$ cat config.mk
export PLATFORM = sky130hd
export DESIGN_NAME = coin_return_engine_flat
export DESIGN_NICKNAME = d
export VERILOG_FILES = /design/src/rtl/coin_return_engine_if.sv /design/src/rtl/coin_return_engine.sv /design/src/flat_wrapper.sv
export SDC_FILE = /design/constraint.sdc
export NUM_CORES = 1
export LEC_CHECK = 0
export ABC_AREA = 1
export BUFFER_PORTS_ARGS = -buffer_cell sky130_fd_sc_hd__buf_2
export CAP_MARGIN = 20
export CELL_PAD_IN_SITES_DETAIL_PLACEMENT = 0
export CELL_PAD_IN_SITES_GLOBAL_PLACEMENT = 1
export CORE_ASPECT_RATIO = 1.4
export CORE_MARGIN = 5
export CORE_UTILIZATION = 35
export CTS_CLUSTER_DIAMETER = 100
export DETAILED_ROUTE_END_ITERATION = 10
export PLACE_DENSITY_LB_ADDON = 0.05
export SLEW_MARGIN = 20
export SYNTH_ARGS = -nofsm -noshare
export SYNTH_HDL_FRONTEND = slang
export SYNTH_SLANG_ARGS = --single-unit
$ cat constraint.sdc
create_clock -name clk -period 3.2 [get_ports clk]
set_input_delay 0.32 -clock clk [delete_from_list [all_inputs] [get_ports clk]]
set_output_delay 0.32 -clock clk [all_outputs]
set_load 0.01 [all_outputs]
$ cat src/rtl/coin_return_engine_if.sv
// rtl/coin_return_engine_if.sv - parent/engine bus for the coin return engine
interface coin_return_engine_if #(
  parameter int NUM_COINS  = 3,
  parameter int TOTAL_BITS = 31,
  parameter int WAIT_BITS  = 8
);
  logic [TOTAL_BITS-1:0] i_total;
  logic                  i_trigger_return;
  logic                  i_activity;
  logic [NUM_COINS-1:0]  i_coin_empty;
  logic [NUM_COINS-1:0]  o_return_coin;
  logic [TOTAL_BITS-1:0] o_coin_value;
  logic                  o_busy;
  logic                  o_done;
  logic [TOTAL_BITS-1:0] o_residue;
  logic [WAIT_BITS-1:0]  o_wait_time;

  // Parent side: supplies balance and user events, consumes the coin stream.
  modport master (
    output i_total, i_trigger_return, i_activity, i_coin_empty,
    input  o_return_coin, o_coin_value, o_busy, o_done, o_residue, o_wait_time
  );

  // Engine side.
  modport slave (
    input  i_total, i_trigger_return, i_activity, i_coin_empty,
    output o_return_coin, o_coin_value, o_busy, o_done, o_residue, o_wait_time
  );
endinterface

$ cat src/rtl/coin_return_engine.sv
// rtl/coin_return_engine.sv - idle timer plus greedy largest-first coin dispenser
module coin_return_engine #(
  parameter int                            NUM_COINS   = 3,
  parameter int                            VAL_BITS    = 16,
  parameter logic [NUM_COINS*VAL_BITS-1:0] COIN_VALUES = {16'd1000, 16'd500, 16'd100},
  parameter int                            TOTAL_BITS  = 31,
  parameter int                            WAIT_BITS   = 8,
  parameter int                            WAIT_CYCLES = 100
) (
  input  logic                 clk,
  input  logic                 reset_n,
  coin_return_engine_if.slave  bus
);

  localparam logic [WAIT_BITS-1:0] WAIT_RELOAD = WAIT_BITS'(WAIT_CYCLES);

  typedef enum logic [1:0] {
    ST_IDLE,
    ST_DISPENSE,
    ST_DONE
  } state_t;

  state_t                state;
  logic [TOTAL_BITS-1:0] remain;
  logic [WAIT_BITS-1:0]  timer;
  logic                  busy_q;
  logic                  done_q;
  logic [TOTAL_BITS-1:0] residue_q;

  logic [TOTAL_BITS-1:0] coin_val [NUM_COINS];
  logic [NUM_COINS-1:0]  sel_onehot;
  logic [TOTAL_BITS-1:0] sel_value;
  logic                  sel_found;
  logic                  timeout_fire;
  logic                  start;

  // Denomination values widened to balance width so comparisons are unsigned and same-sized.
  for (genvar g = 0; g < NUM_COINS; g++) begin : g_coin_val
    assign coin_val[g] = TOTAL_BITS'(COIN_VALUES[g*VAL_BITS +: VAL_BITS]);
  end

  // Pick the largest stocked denomination that still fits in the remaining balance;
  // scanning upward lets each larger eligible coin override the previous pick.
  always_comb begin
    sel_onehot = '0;
    sel_value  = '0;
    for (int i = 0; i < NUM_COINS; i++) begin
      if (!bus.i_coin_empty[i] && (coin_val[i] <= remain)) begin
        sel_onehot    = '0;
        sel_onehot[i] = 1'b1;
        sel_value     = coin_val[i];
      end
    end
    sel_found = |sel_onehot;
  end

  // Auto-return fires only when the timer has run out on a non-zero balance with no fresh activity.
  always_comb begin
    timeout_fire = (timer == '0) && (bus.i_total != '0) && !bus.i_activity;
    start        = bus.i_trigger_return || timeout_fire;
  end

  assign bus.o_return_coin = (state == ST_DISPENSE) ? sel_onehot : '0;
  assign bus.o_coin_value  = (state == ST_DISPENSE) ? sel_value  : '0;
  assign bus.o_busy        = busy_q;
  assign bus.o_done        = done_q;
  assign bus.o_residue     = residue_q;
  assign bus.o_wait_time   = timer;

  // Main FSM: idle timing, one coin per DISPENSE cycle, single-cycle DONE pulse.
  always_ff @(posedge clk or negedge reset_n) begin
    if (!reset_n) begin
      state     <= ST_IDLE;
      remain    <= '0;
      timer     <= WAIT_RELOAD;
      busy_q    <= 1'b0;
      done_q    <= 1'b0;
      residue_q <= '0;
    end else begin
      case (state)
        ST_IDLE: begin
          if (start) begin
            timer  <= WAIT_RELOAD;
            busy_q <= 1'b1;
            remain <= bus.i_total;
            if (bus.i_total != '0) begin
              state <= ST_DISPENSE;
            end else begin
              // Nothing to hand back: report completion straight away.
              state     <= ST_DONE;
              done_q    <= 1'b1;
              residue_q <= '0;
            end
          end else if (bus.i_activity) begin
            timer <= WAIT_RELOAD;
          end else if ((bus.i_total != '0) && (timer != '0)) begin
            timer <= timer - WAIT_BITS'(1);
          end
        end

        ST_DISPENSE: begin
          if (sel_found) begin
            remain <= remain - sel_value;
          end else begin
            state     <= ST_DONE;
            done_q    <= 1'b1;
            residue_q <= remain;
          end
        end

        ST_DONE: begin
          state  <= ST_IDLE;
          done_q <= 1'b0;
          busy_q <= 1'b0;
          timer  <= WAIT_RELOAD;
        end

        default: begin
          state  <= ST_IDLE;
          done_q <= 1'b0;
          busy_q <= 1'b0;
        end
      endcase
    end
  end

endmodule

$ cat src/flat_wrapper.sv
// flat-port wrapper written by rule: the top's interface ports become plain ports
module coin_return_engine_flat 
#(
  parameter int                            NUM_COINS   = 3,
  parameter int                            VAL_BITS    = 16,
  parameter logic [NUM_COINS*VAL_BITS-1:0] COIN_VALUES = {16'd1000, 16'd500, 16'd100},
  parameter int                            TOTAL_BITS  = 31,
  parameter int                            WAIT_BITS   = 8,
  parameter int                            WAIT_CYCLES = 100
)
  (clk, reset_n, bus_i_total, bus_i_trigger_return, bus_i_activity, bus_i_coin_empty, bus_o_return_coin, bus_o_coin_value, bus_o_busy, bus_o_done, bus_o_residue, bus_o_wait_time);
  coin_return_engine_if #(.NUM_COINS(NUM_COINS), .TOTAL_BITS(TOTAL_BITS), .WAIT_BITS(WAIT_BITS)) bus_i ();
  input  logic clk;
  input  logic reset_n;
  input wire logic [$bits(bus_i.i_total)-1:0] bus_i_total;
  input wire logic [$bits(bus_i.i_trigger_return)-1:0] bus_i_trigger_return;
  input wire logic [$bits(bus_i.i_activity)-1:0] bus_i_activity;
  input wire logic [$bits(bus_i.i_coin_empty)-1:0] bus_i_coin_empty;
  output wire logic [$bits(bus_i.o_return_coin)-1:0] bus_o_return_coin;
  output wire logic [$bits(bus_i.o_coin_value)-1:0] bus_o_coin_value;
  output wire logic [$bits(bus_i.o_busy)-1:0] bus_o_busy;
  output wire logic [$bits(bus_i.o_done)-1:0] bus_o_done;
  output wire logic [$bits(bus_i.o_residue)-1:0] bus_o_residue;
  output wire logic [$bits(bus_i.o_wait_time)-1:0] bus_o_wait_time;
  assign bus_i.i_total = bus_i_total;
  assign bus_i.i_trigger_return = bus_i_trigger_return;
  assign bus_i.i_activity = bus_i_activity;
  assign bus_i.i_coin_empty = bus_i_coin_empty;
  assign bus_o_return_coin = bus_i.o_return_coin;
  assign bus_o_coin_value = bus_i.o_coin_value;
  assign bus_o_busy = bus_i.o_busy;
  assign bus_o_done = bus_i.o_done;
  assign bus_o_residue = bus_i.o_residue;
  assign bus_o_wait_time = bus_i.o_wait_time;
  coin_return_engine #(.NUM_COINS(NUM_COINS), .VAL_BITS(VAL_BITS), .COIN_VALUES(COIN_VALUES), .TOTAL_BITS(TOTAL_BITS), .WAIT_BITS(WAIT_BITS), .WAIT_CYCLES(WAIT_CYCLES)) u_core (.clk(clk), .reset_n(reset_n), .bus(bus_i));
endmodule
==> metrics, run 1 <==
Post-synth EDFFs 0; critical path's top delay family simple AND/OR/NAND/NOR gates; CP endpoint u_core.remain[18]; Worst-Margin Slew around 0.74 ns; CTS root buffer clkbuf_16; vias in the first global route roughly 5700; PwrDens 1005 mW/mm2; status finished, final reports clean; CP Launch Point u_core.remain[12]; R2R depth 24; Slew Viols, Final 0; Post-Synthesis Cells 815; fill cell count 1617; Clock Latency Late Sink 0.34 ns; final setup violation count 0; row count 53; Max clock buf depth 2; Final Skew between 0.009 and 0.01 ns; diode count 0; Pleak 3.856 nW; drt first pass iters 4; CTS tree done; post-synth cell types 36; H-tree Lvls 3; total grt overflow 0; CP Capture Type register; WP buf/inv 5; gpl congestion 0.9062; hold slack 0.0008914 ns; Fin. Hold Viols 0; hold crit path type input pin to async pin; Final Cycle Share 94.46%; total power 0.007015 W; synthesized flop and latch total 74; async set-reset flop share out of synthesis 100.0%; Final Net Count 1025; first-pass GRT wire length ~29000 um; via count 5639; DRT iter0 DRCs 227; Die Y between 150 and 200 um; worst-path cell chain nor2_4 > nand2_1 > buf_4 > nor2_1 > nand2_1 > nor2_1 > nand2_1 > nand2_2 > nand2_1 > nand2_1 > inv_1 > ha_1 > inv_1 > fa_2 > nand3_1 > nand2_2 > nand3_4 > buf_4 > buf_4 > a31o_2 > nand3_1 > nand2_1 > nand2_1 > nand2_1; syn avg cell area 6.472 um2; final wirelength 18190 um; Max VDD drop 0.0004047 V; Final min period 3.023 ns; FF/Latch Area 0.001874 mm2; initial antenna violation count 0; Max transition margin 50.37%; largest area contributor in the netlist dfrtp_1; die width 113.8 um; Max Cap Viol 0; TritonCTS Buffers 9; critical path depth 24; fmax approximately 330 MHz; IO Pins 113; GRT Overall Usage 21.09%; most frequent cell after synthesis nand2_1; synth cell count leaders 302 x nand2_1, 122 x nand3_1, 91 x nor2_1, 72 x inv_1, 71 x dfrtp_1; cell repeated most along the worst path nand2_1; ys flop type dfrtp_1; Layout Cells excl Fill ~1200; FF-to-FF End u_core.remain[18]; WL/cell ~15 um; clock sinks 74; slack of the worst reg-to-reg path 0.18 ns; Syn Std Cell Area roughly 0.0053 mm2; largest net degree at the start of global routing 75; Req. time, crit path around 3.4 ns; Worst-path clk slew 0.06 ns; fin util between 40 and 50%; Placeable Area 0.01492 mm2; Yosys warnings 0; synth-to-layout area growth 32.35%; Crit Path Class register to register; Routed Antenna Nets 0; layout cell share with drive strength beyond 1 29.63%; RR Startpoint u_core.remain[12]; Crit Path Max Fanout 4; multi-input logic area around 0.0031 mm2; routed vias/inst 4.803; post-synth top area share roughly a third; slowest stage cell, crit path dfrtp_2; synth top area cells dfrtp_1 34%, nand2_1 21%, nand3_1 12%; Starting Density a little over a third; Die Area 0.01766 mm2; Worst EP arrival about 3.3 ns; Final HPWL DP about 14000 um; DR DRC count 0; Critical Path Max Stage Delay 0.44 ns; DP Cell Count 1145; Total Negative Setup Slacks 0 ns; sequential fraction of the synthesis area a little over a third; crit path launch type register; Buffers on Ports 89
## how the worst min path moves through the flow
| stage | end | startpoint | depth (start not counted) | slack, ns |
|---|---|---|---|---|
| finish | u_core.bus.o_residue[2] | reset_n | 1 | 0.0009 |
| global route | u_core.bus.o_residue[3] | reset_n | 1 | 0.07 |
| CTS | u_core.bus.o_residue[3] | reset_n | 1 | 0.19 |
| detailed placement | u_core.bus.o_residue[3] | u_core.bus.o_residue[3] | 2 | 0.45 |
| global placement | u_core.bus.o_residue[5] | u_core.bus.o_residue[5] | 2 | 0.45 |
| floorplan | u_core.bus.o_busy | reset_n | 0 | 0.02 |
## cells by family (layout without fill, tap and decap cells)
kind of cell | count (synthesis) | in the layout | synth area share (%)
and+or+nand+nor | 566 | 566 | 46.18
other | 1 | 23 | 0.07109
AOI/OAI and AO/OA | 28 | 28 | 2.941
adders and majority gates | 10 | 10 | 2.514
xor gates and xnor gates | 9 | 9 | 1.494
buffers and inverters | 127 | 272 | 11.62
DFF | 74 | 74 | 35.18
## layout make-up
class,instances,area share [%]
Tap cell,192,3.441
Clock buffer,10,3.423
Multi-Input combinational cell,636,44.52
Inverter,73,3.925
Timing Repair Buffer,183,16.81
Sequential cell,74,26.85
Clock inverter,6,1.039
## metal layers
metal | up-vias | global-route usage (%) | wire length, um
met5 | - | 0 | 0
met4 | 0 | 8.133 | 594
met3 | 30 | 2.918 | 577
met2 | 118 | 39.29 | 9783
met1 | 2638 | 23.97 | 7232
li1 | 2853 | - | -
## repair_timing
| action | in CTS | in global routing |
|---|---|---|
| hold buffers | 0 | 0 |
| setup endpoints to repair | 10 | 24 |
| pin swaps | 0 | 16 |
| buffers inserted | 0 | 13 |
| resized for setup | 8 | 72 |
| endpoints found under the hold margin | 0 | 0 |
## sequential cells by signal, indices dropped and copies added (netlist names)
name,cells
u_core.bus.o_wait_time,8
u_core.bus.o_busy,1
u_core.remain,31
u_core.bus.o_residue,31
u_core.bus.o_done,1
u_core.state,2
## through the flow
step	cell area [um2]	setup WS (ns)
floorplan	5358	0.2311
global placement	6335	-0.08048
detailed placement	6335	-0.09840
CTS	6668	0.02439
global route	6982	-0.01351
finish	6982	0.1774
## power breakdown
group          total [W]  internal, W  switching [W]
sequential       0.00179      0.00138       0.000412
clock            0.00109     0.000636       0.000450
combinational    0.00414      0.00169        0.00245
## placed cells by master (no fill, tap or decap), types with 8 or more instances in the layout
cell type	Yosys	final
nand3_1	122	117
nand4_1	12	12
o21ai_0	14	12
nor2_2	5	17
conb_1	1	23
nor2_1	91	66
nand2_1	302	291
clkbuf_16	0	9
nor3_1	8	8
buf_4	28	92
ha_1	9	8
dfrtp_2	0	15
nand2_2	7	17
buf_2	13	88
dfrtp_1	71	56
nor2_4	2	15
inv_1	72	69
(Power assumes the default switching activity.)
==> run 2: changes to the inputs <==
Settings changed: ABC_AREA 1 to unset, CORE_UTILIZATION 35 to 36.
==> run 2 against run 1 <==
Effect of this change:
- the run now ends with negative setup slack left
- clock power is 6% lower
- non-clock buffer count is 19 higher
- die area is 15% lower
- via count is 17% lower
- synthesized cell count is 34% lower
- final cell count is 25% lower
- power is 14% lower
- clock skew is 0.0033 ns lower
- critical endpoint is now u_core.remain[22]
- largest cell class unchanged
==> metrics, run 2 <==
Crit Path Class register to register; Final Skew between 0.005 and 0.006 ns; routed vias/inst 5.333; IO Pins about 110; Final HPWL DP 12010 um; Yosys warnings 0; crit path launch type register; synth cell count leaders 73 x nand2_1, 71 x dfrtp_1, 45 x nor2_1, 41 x o21ai_0, 37 x nand2b_1; layout cell share with drive strength beyond 1 between 30% and 40%; gpl congestion 0.8978; CTS root buffer clkbuf_16; Pleak 2.884 nW; failing checks negative setup slack; GRT Overall Usage 21.25%; first-pass GRT wire length 24920 um; async set-reset flop share out of synthesis 100.0%; die width 105.3 um; Max clock buf depth 2; drt first pass iters 5; logic gate share of total power between 50% and 60%; Max transition margin ~64%; Req. time, crit path 3.41 ns; Clock Latency Late Sink 0.34 ns; DRT iter0 DRCs ~250; DR DRC count 0; Layout Cells excl Fill between 800 and 900; sw frac about two fifths; largest area contributor in the netlist dfrtp_1; Reg power frac 28.3%; Syn Std Cell Area around 0.0046 mm2; CTS tree done; clock sinks between 70 and 80; CP Capture Type register; most frequent cells in the layout 109 x buf_4, 89 x buf_2, 72 x nand2_1; hold crit path type input pin to async pin; Worst-path clk slew 0.06 ns; Max VDD drop approximately 0.00033 V; Post-synth EDFFs 0; via count 4666; Max Cap Viol 0; status finished, violations left; H-tree Lvls 3; fin util ~51%; Die Area 0.01510 mm2; ys flop type dfrtp_1; design area 0.006350 mm2; synthesized flop and latch total 74; Routed Antenna Nets 0; Final min period 3.583 ns; Slew Viols, Final 0; post-synth cell types 64; Final Cycle Share 112.0%; WL/cell 18.19 um; largest net degree at the start of global routing 75; Worst-Margin Slew 0.5297 ns; Starting Density 36.81%; final setup violation count 25; syn avg cell area 8.489 um2; synth top area cells dfrtp_1 39%, nand2_1 6.0%, nand2b_1 5.1%; Final Net Count 768; vias in the first global route 4800; sequential fraction of the synthesis area between 40% and 50%; Placeable Area approximately 0.012 mm2; PwrDens 945.6 mW/mm2; final wirelength roughly 16000 um; most common cell after layout, fill and taps aside buf_4; diode count 0; initial antenna violation count 0; TritonCTS Buffers 9; switching power total 0.002510 W; synth-to-layout area growth 38.77%; Fin. Hold Viols 0; row count between 40 and 50; setup ws final -0.3831 ns; clock share of power 17.1%; Internal 0.003495 W; total grt overflow 0; placed cell areas 0.005802 mm2; Worst EP arrival 3.79 ns; Crit Path Max Fanout 4; Die Y approximately 140 um; Buffers on Ports 89; DP Cell Count 845; most frequent cell after synthesis nand2_1; Post-Synthesis Cells approximately 540; CTS Hold Bufs 0; post-synth top area share 38.83%; fmax ~280 MHz; RSZ-0062 raised after global routing true
-- run 2: cell count changes in the layout (fill, tap and decap cells not counted), sizes merged, moves of 8 or more --
cell and change:
o21ai +47, nor3 +10, nor2 -53, nor4 +13, inv -59, nand2b +37
a31oi +9, nand3 -113, nand2 -238, buf +19, o21a +8
-- run 2: per-layer routing --
| layer | track usage [%] | share of wire [%] | vias to the layer above |
|---|---|---|---|
| met5 | 0 | 0 | - |
| li1 | - | - | 2254 |
| met1 | 25.48 | 41 | 2230 |
| met4 | 9.330 | 4.0 | 0 |
| met3 | 3.191 | 4.0 | 41 |
| met2 | 37.74 | 51 | 141 |
-- run 2: power by group through the flow --
stage	logic, W	registers [W]	clock network, W
2_1_floorplan	0.00151	0.00185	0
3_3_place_gp	0.00306	0.00170	0
3_5_place_dp	0.00308	0.00171	0
4_1_cts	0.00317	0.00170	0.00106
5_1_grt	0.00359	0.00176	0.00110
6_report	0.00328	0.00170	0.00103
-- run 2: worst paths after layout --
check	from	endpoint	slack (ns)	cells past startpoint
max in group asynchronous	reset_n	u_core.bus.o_wait_time[2]	2.85	2
min in group clk	bus_i_total[0]	u_core.remain[0]	0.21	3
worst max-delay path	u_core.remain[17]	u_core.remain[22]	-0.38	15
worst max register to register	u_core.remain[17]	u_core.remain[22]	-0.38	15
worst min-delay path	reset_n	u_core.bus.o_wait_time[3]	0.02	2
worst min register to register	u_core.bus.o_busy	u_core.bus.o_busy	0.49	1
-- run 2: repair_timing --
item                                    CTS  global route
endpoints found under the setup margin   24            27
pin swaps                                13             7
setup buffers                             9             6
resized for setup                        12            19
-- run 2: critical path, cell delays in order (launching register included) --
cell       delay (ns)
dfrtp_1          0.42
nor4_4           0.36
buf_4            0.18
nand3_2          0.09
o41ai_4          0.41
o21a_1           0.22
ha_2             0.20
inv_2            0.04
fa_2             0.36
a211oi_4         0.24
o21ai_2          0.10
a21oi_2          0.21
nand2_1          0.12
nor4_2           0.26
o21ai_0          0.11
o2bb2ai_1        0.14
-- run 2: through the flow --
step	hold WS (ns)	setup TNS (ns)	total power, W	setup WS [ns]
2_1_floorplan	0.02441	-1.533	0.003364	-0.2182
5_1_grt	0.04937	-8.964	0.006448	-0.5187
3_5_place_dp	0.4005	-6.406	0.004791	-0.4015
6_report	0.01724	-5.834	0.006005	-0.3831
3_3_place_gp	0.3923	-6.021	0.004758	-0.4044
4_1_cts	0.03411	-4.338	0.005922	-0.2845
-- run 2: area by class of cell --
class,instances,area [um2]
Tap cell,150,187.7
Inverter,13,51.30
Sequential cell,74,1856
Timing Repair Buffer,202,1335
Clock buffer,10,229.0
Clock inverter,6,65.06
Fill cell,1271,6082
Multi-Input combinational cell,420,2626
-- run 2: kinds of logic after synthesis --
| kind of cell | synth area share [%] |
|---|---|
| buffers and inverters | 8.039 |
| AND/OR/NAND/NOR | 26.06 |
| AO/OA/AOI/OAI | 21.79 |
| adder cells (fa/ha/maj) | 2.899 |
| XOR/XNOR | 0.5743 |
| other | 0.08196 |
| flip-flops | 40.55 |
==> run 3: changes to the inputs <==
==> constraint.sdc (replaced) <==
create_clock -name clk -period 2.9 [get_ports clk]
set_input_delay 0.29 -clock clk [delete_from_list [all_inputs] [get_ports clk]]
set_output_delay 0.29 -clock clk [all_outputs]
set_load 0.02 [all_outputs]
==> run 3 against run 2 <==
Effect of this change:
- hold slack gained 0.064 ns
- via count grew 2.2%
- register-to-register slack lost 0.19 ns
- design area grew 8.6%
- clock power grew 19%
- clock skew grew 0.0078 ns
- first-iteration DRC count shrank 2.4%
- critical path type unchanged
- setup slack lost 0.19 ns
- non-clock buffer count grew 10
- the run still ends with negative setup slack left
- flip-flop and latch count is the same
==> metrics, run 3 (synthesis results as in run 2) <==
clock sinks 74; Die Area 0.01510 mm2; failing checks negative setup slack; Req. time, crit path 3.17 ns; final wirelength 16640 um; crit path launch type register; first-pass GRT wire length between 20000 and 30000 um; total grt overflow 0; hold crit path type input pin to async pin; setup ws final -0.5709 ns; Slew Viols, Final 0; switching power total 0.003303 W; gpl congestion a little over 0.9; GRT Overall Usage 22.27%; status finished, violations left; Fin. Hold Viols 0; Internal around 0.0043 W; most common cell after layout, fill and taps aside buf_4; Pleak 3.065 nW; diode count 0; IO Pins around 110; routed vias/inst 5.384; DRT iter0 DRCs 241; TritonCTS Buffers 9; total power approximately 0.0076 W; CTS tree done; Final Skew 0.01351 ns; slack of the worst reg-to-reg path -0.57 ns; GR Util met2 38.81%; Starting Density between 30% and 40%; Clock Latency Late Sink 0.34 ns; PwrDens 1097 mW/mm2; logic gate share of total power 58.8%; RSZ-0062 raised after global routing true; Worst-Margin Slew 0.9137 ns; Final Cycle Share 119.7%; Reg power frac 24.9%; final setup violation count 28; CTS Hold Bufs 0; clock share of power 16.3%; Max transition margin 39.09%; H-tree Lvls 3; GR peak layer met2; die width 105.3 um; layout cell share with drive strength beyond 1 approximately 44%; largest net degree at the start of global routing 64; met3 usage 3.371%; Crit Path Max Fanout 4; Max VDD drop 0.0004855 V; Layout Cells excl Fill 886; GR Util met1 27.83%; DR DRC count 0; Die Y between 100 and 150 um; Buffers on Ports approximately 90; Final HPWL DP 12340 um; via count approximately 4800; Final Net Count between 700 and 800; Max Cap Viol 0; WL/cell 18.78 um; sw frac 43.66%; initial antenna violation count 0; Worst EP arrival roughly 3.7 ns; most frequent cells in the layout 102 x buf_4, 85 x buf_2, 71 x dfrtp_1; fmax 288.1 MHz; Max clock buf depth 2; drt first pass iters 7; vias in the first global route around 4900; DP Cell Count 851; CP Capture Type register; Routed Antenna Nets 0; Final min period 3.471 ns; Worst-path clk slew ~0.07 ns; Crit Path Class register to register; row count 48; synth-to-layout area growth 50.67%; DP Worst Slack -0.8047 ns; CTS root buffer clkbuf_16; Placeable Area 0.01243 mm2; Total Negative Setup Slacks -12.16 ns
[run 3: changes by cell type in the layout (fill, tap and decap cells not counted), sizes merged]
cell / change
buf: +10
a21oi: +1
bufinv: +1
clkbuf: +1
clkinv: -1
inv: -1
[run 3: critical path, cell delays in order (launching register included)]
cell and delay [ns]:
dfrtp_1 0.40, nor4_4 0.36, nand4_1 0.19, buf_4 0.19, o41ai_4 0.29, buf_4 0.20
nand3_4 0.10, nor2_4 0.16, ha_4 0.24, o21ai_4 0.07, a21oi_4 0.06, o21ai_4 0.15
buf_6 0.13, a21oi_4 0.05, buf_6 0.12, or3_4 0.39, a22oi_2 0.12, o221a_2 0.19
[run 3: stage by stage]
step	cell area (um2)	hold slack (ns)	util (%)
2_1_floorplan	4748	-0.005591	-
3_3_place_gp	5883	0.4599	47.32
3_5_place_dp	5883	0.4678	47.32
4_1_cts	6548	0.1142	52.67
5_1_grt	6894	0.1835	55.45
6_report	6894	0.08108	55.45
[run 3: repair_timing]
action                                  4_1_cts  5_1_grt
endpoints found under the setup margin       32       38
cloned                                        1        0
buffers inserted                             19        4
pin swaps                                    28       35
resized for setup                            51       65
[run 3: path summary, 6_finish.rpt]
path	start	endpoint	depth (start not counted)
setup / recovery	u_core.remain[11]	u_core.remain[17]	17
hold / removal	reset_n	u_core.bus.o_wait_time[4]	1
setup reg to reg	u_core.remain[11]	u_core.remain[17]	17
hold reg to reg	u_core.bus.o_busy	u_core.bus.o_busy	1
max in group asynchronous	reset_n	u_core.remain[26]	2
min in group clk	bus_i_total[0]	u_core.remain[0]	3
[run 3: area by class of cell]
cell class / instances / area [um2]
Timing Repair Buffer: 212 / 1499
Clock buffer: 11 / 242.7
Tap cell: 150 / 187.7
Clock inverter: 5 / 85.08
Inverter: 13 / 51.30
Multi-Input combinational cell: 421 / 2973
Sequential cell: 74 / 1856
Fill cell: 1166 / 5538
[run 3: metal layers]
metal	wire length [um]	up-vias
li1	-	2276
met1	6904	2328
met2	8478	136
met5	0	-
met3	726	30
met4	526	0
[run 3: power groups by stage]
stage	sequential, W	combinational (W)	clock (W)
2_1_floorplan	0.00224	0.00174	0
3_3_place_gp	0.00187	0.00372	0
3_5_place_dp	0.00188	0.00374	0
4_1_cts	0.00188	0.00407	0.00126
5_1_grt	0.00194	0.00481	0.00131
6_report	0.00189	0.00445	0.00123
